<file path="config.mk">
export PLATFORM = sky130hd
export DESIGN_NAME = sr_pulse_gen
export DESIGN_NICKNAME = d
export VERILOG_FILES = /design/src/rtl/sr_pulse_gen.sv
export SDC_FILE = /design/constraint.sdc
export NUM_CORES = 1
export LEC_CHECK = 0
export CAP_MARGIN = 30
export CORE_ASPECT_RATIO = 0.9
export CORE_MARGIN = 4
export CORE_UTILIZATION = 30
export CTS_BUF_LIST = sky130_fd_sc_hd__clkbuf_2 sky130_fd_sc_hd__clkbuf_4 sky130_fd_sc_hd__clkbuf_8
export DETAILED_ROUTE_END_ITERATION = 10
export PLACE_DENSITY = 0.59
export SLEW_MARGIN = 20
export SYNTH_ARGS = -nofsm -noshare
export SYNTH_HDL_FRONTEND = slang
export SYNTH_SLANG_ARGS = --single-unit
</file>
<file path="constraint.sdc">
create_clock -name clk -period 3 [get_ports clk]
set_clock_uncertainty 0.2 [all_clocks]
set_input_delay 0.45 -clock clk [delete_from_list [all_inputs] [get_ports clk]]
set_output_delay 0.45 -clock clk [all_outputs]
set_load 0.1 [all_outputs]
</file>
<file path="src/rtl/sr_pulse_gen.sv">
//------------------------------------------------------------------------------
// Module   : sr_pulse_gen
// Brief    : Synchronize, debounce and edge-detect set/clear requests into
//            single-cycle s/r pulses; clear has priority over set.
// Revision : 1.0 - initial release
//------------------------------------------------------------------------------
`default_nettype none

module sr_pulse_gen #(
    parameter int DEBOUNCE_CYCLES = 4,
    parameter int CNT_W           = 4
) (
    input  logic clk,
    input  logic r,
    input  logic set_in,
    input  logic clr_in,
    output logic s_out,
    output logic r_out,
    output logic set_lvl,
    output logic clr_lvl
);

    localparam int            c_CH       = 2;
    localparam logic [CNT_W-1:0] c_CNT_LAST = CNT_W'(DEBOUNCE_CYCLES - 1);

    // Channel 0 carries the set request, channel 1 the clear request.
    logic [c_CH-1:0]            w_raw;
    logic [c_CH-1:0]            sync1_q;
    logic [c_CH-1:0]            sync2_q;
    logic [c_CH-1:0]            lvl_q;
    logic [c_CH-1:0]            lvl_d;
    logic [c_CH-1:0]            prev_q;
    logic [c_CH-1:0][CNT_W-1:0] cnt_q;
    logic [c_CH-1:0][CNT_W-1:0] cnt_d;
    logic [c_CH-1:0]            w_rise;
    logic                       s_out_q;
    logic                       s_out_d;
    logic                       r_out_q;
    logic                       r_out_d;

    assign w_raw = {clr_in, set_in};

    always_comb begin
        lvl_d = lvl_q;
        cnt_d = cnt_q;
        for (int ch = 0; ch < c_CH; ch++) begin
            if (sync2_q[ch] == lvl_q[ch]) begin
                cnt_d[ch] = '0;
            end else if (cnt_q[ch] == c_CNT_LAST) begin
                lvl_d[ch] = sync2_q[ch];
                cnt_d[ch] = '0;
            end else begin
                cnt_d[ch] = cnt_q[ch] + 1'b1;
            end
        end
    end

    // Set is blocked by the debounced clear level so the pulses never overlap.
    always_comb begin
        w_rise  = lvl_q & ~prev_q;
        r_out_d = w_rise[1];
        s_out_d = w_rise[0] & ~lvl_q[1];
    end

    always_ff @(posedge clk) begin
        if (r) begin
            sync1_q <= '0;
            sync2_q <= '0;
            lvl_q   <= '0;
            prev_q  <= '0;
            cnt_q   <= '0;
            s_out_q <= 1'b0;
            r_out_q <= 1'b0;
        end else begin
            sync1_q <= w_raw;
            sync2_q <= sync1_q;
            lvl_q   <= lvl_d;
            prev_q  <= lvl_q;
            cnt_q   <= cnt_d;
            s_out_q <= s_out_d;
            r_out_q <= r_out_d;
        end
    end

    assign s_out   = s_out_q;
    assign r_out   = r_out_q;
    assign set_lvl = lvl_q[0];
    assign clr_lvl = lvl_q[1];

endmodule

`default_nettype wire

</file>
==> results_dict.tcl <==
set metrics [dict create \
    cts_hold_buf 0 \
    grt_pass1_wl_mm 1.40 \
    tightest_slew_ps 342 \
    clk_pin_slew_ps 90 \
    place_congestion 0.650 \
    synth.most_common_cell "dfxtp_1" \
    synth_fa_ha_area_frac 0.0416 \
    row_count 15 \
    critPathCaptureType "output pin" \
    vias 364 \
    cts_buffers 3 \
    nNetsFinal 72 \
    cp_max_fo 5 \
    timing.slew.headroom 0.772 \
    first_pass_iters 2 \
    place_area_um2 693 \
    power_density_mw_per_mm2 542 \
    yosysUniqueCellTypes 11 \
    postSynthCellCount 54 \
    post_cts_buffers 0 \
    period_share 0.560 \
    wl_per_cell_um 9.02 \
    ys_ff_latch 18 \
    p_leak_nw 0.282 \
    layout-drive-gt1-share 0.154 \
    synth_compound_area_frac 0 \
    p_sw_frac 0.184 \
    drc 0 \
    initial_utilization 0.314 \
    grt_max_degree 11 \
    cts.sinks 18 \
    internal_power_mw 0.323 \
    coreArea_mm2 0.00191 \
    clockPowerShare 0.356 \
    cts_tree "yes" \
    status "complete, no violations" \
    final_cells 90 \
    slew_violations 0 \
    port_buffers 7 \
    pwr-share-comb 0.027 \
    gr-total-overflow 0 \
    path_delay_family "flip-flops" \
    critPathBufInv 1 \
    fmax_mhz 595 \
    critical_path_required_ps 2350 \
    post_cts_resized 0 \
    rsz0062_at_grt "no" \
    grt_pass1_vias 349 \
    cts_root_buffer "clkbuf_4" \
    syn_to_final_growth_pct 21.2 \
    fin_crit_ps 1680 \
    die-area_mm2 0.00279 \
    antenna_cells 0 \
    yosys_warnings 0 \
    htreeDepth 1 \
    synth_top_family_by_area "simple AND/OR/NAND/NOR gates" \
    viasPerCell 4.04 \
    place_inst 86 \
    setup_viol 0 \
    startpoint_type "flip-flop" \
    synth_xor_area_frac 0.0873 \
    min_path_type "reg -> reg" \
    drt-total-wl_um 812 \
    synth.avg_cell_area_um2 11.1 \
    syn-cell-area_um2 602 \
    yosys.area.top_type "dfxtp_1" \
    cp.arrival_ps 1030 \
    ant_nets 0 \
    die_w_um 55.2 \
    worst_path_max_delay_cell "dfxtp_1" \
    critPathMaxStageDelay_ps 420 \
    design_area_um2 729 \
    synthMuxAreaShare 0.0333 \
    synth_edf_count 0 \
    cts.path.max_buffers 2 \
    yosys.area_share.simple 0.227 \
    tns_ps 0 \
    synthTopCellsByArea "dfxtp_1, nor2b_1, nor2_1" \
    clk_latency_ps 280 \
    switching_power_mw 0.0727 \
    hpwl_um 618 \
    grt_antenna_before_repair 0 \
    path_class "reg -> out" \
    peakVddDrop_mv 0.366 \
    yosysSeqAreaShare 0.599 \
    synth-async-reset-ratio 0 \
    synth_flop_cell "dfxtp_1" \
    crit_chain "buf_4" \
    die_h_um 50.5 \
    seqPwrFrac 0.616 \
    initialDrtViolationCount 2 \
    yosysTopAreaCellShare 0.599 \
    postSynthNetCount 60 \
    synth_commonest_cells "dfxtp_1, nor2_1, nor2b_1" \
    hold_viol_final 0 \
    max-cap-violations 0 \
    pin_count 8 \
    track_usage 0.0679 \
]
==> metrics by stage <==
stage          worst slack, ps  hold WS, ps  power (mW)  utilization
2_1_floorplan             1150          167       0.254            -
3_3_place_gp              1140          172       0.260        0.362
3_5_place_dp              1110          175       0.260        0.362
4_1_cts                   1290          190       0.404        0.381
5_1_grt                   1250          206       0.419        0.381
6_report                  1320          185       0.395        0.381
==> power by group through the flow <==
stage | clock network [mW] | logic [mW] | registers, mW
global placement | 0 | 0.0106 | 0.249
detailed placement | 0 | 0.0109 | 0.249
finish | 0.141 | 0.0107 | 0.244
CTS | 0.149 | 0.0110 | 0.244
floorplan | 0 | 0.00485 | 0.249
global route | 0.162 | 0.0125 | 0.244
==> state kept, by name, indices dropped and copies added, names as in the netlist <==
| register | flops |
|---|---|
| s_out | 1 |
| cnt_q | 8 |
| lvl_q | 2 |
| sync1_q | 2 |
| prev_q | 2 |
| sync2_q | 2 |
| r_out | 1 |
==> path summary, 6_finish.rpt <==
path | cells past startpoint | start | end | slack (ps)
worst min register to register | 1 | prev_q[1] | r_out | 190
worst max register to register | 4 | cnt_q[0] | lvl_q[0] | 1530
worst min-delay path | 1 | prev_q[1] | r_out | 190
worst max-delay path | 1 | lvl_q[1] | clr_lvl | 1320
==> cell usage in the layout, fill, tap and decap left out <==
cell type,netlist,routed
nor2b_1,7,7
clkdlybuf4s50_1,0,3
xor2_1,2,2
clkbuf_4,0,3
mux2i_1,2,2
xnor2_1,4,4
ha_1,2,2
inv_1,2,2
nand3_1,2,2
or3_4,2,2
dfxtp_1,18,18
nor3b_1,3,3
nor2_1,10,10
buf_4,0,4
clkbuf_8,0,1
==> area by class of cell <==
type | instances | area (um^2)
clock buffer | 4 | 36.3
timing repair buffer | 7 | 60.1
multi-input combinational | 34 | 234
inverter | 2 | 7.51
tap | 25 | 31.3
fill | 208 | 1180
sequential | 18 | 360
==> routing by layer <==
metal,global-route usage,part of all wire,up-vias
met2,0.106,0.46,6
met5,0,0,-
met4,0.0486,0.017,0
met3,0.0308,0.048,2
met1,0.0727,0.47,161
li1,-,-,195
==> cell families after synthesis <==
logic type               Yosys count
multiplexers                       2
AND/OR/NAND/NOR                   24
buffers and inverters              2
XOR/XNOR                           6
flip-flops                        18
adder cells (fa/ha/maj)            2
Power figures use the tool's default switching activity.
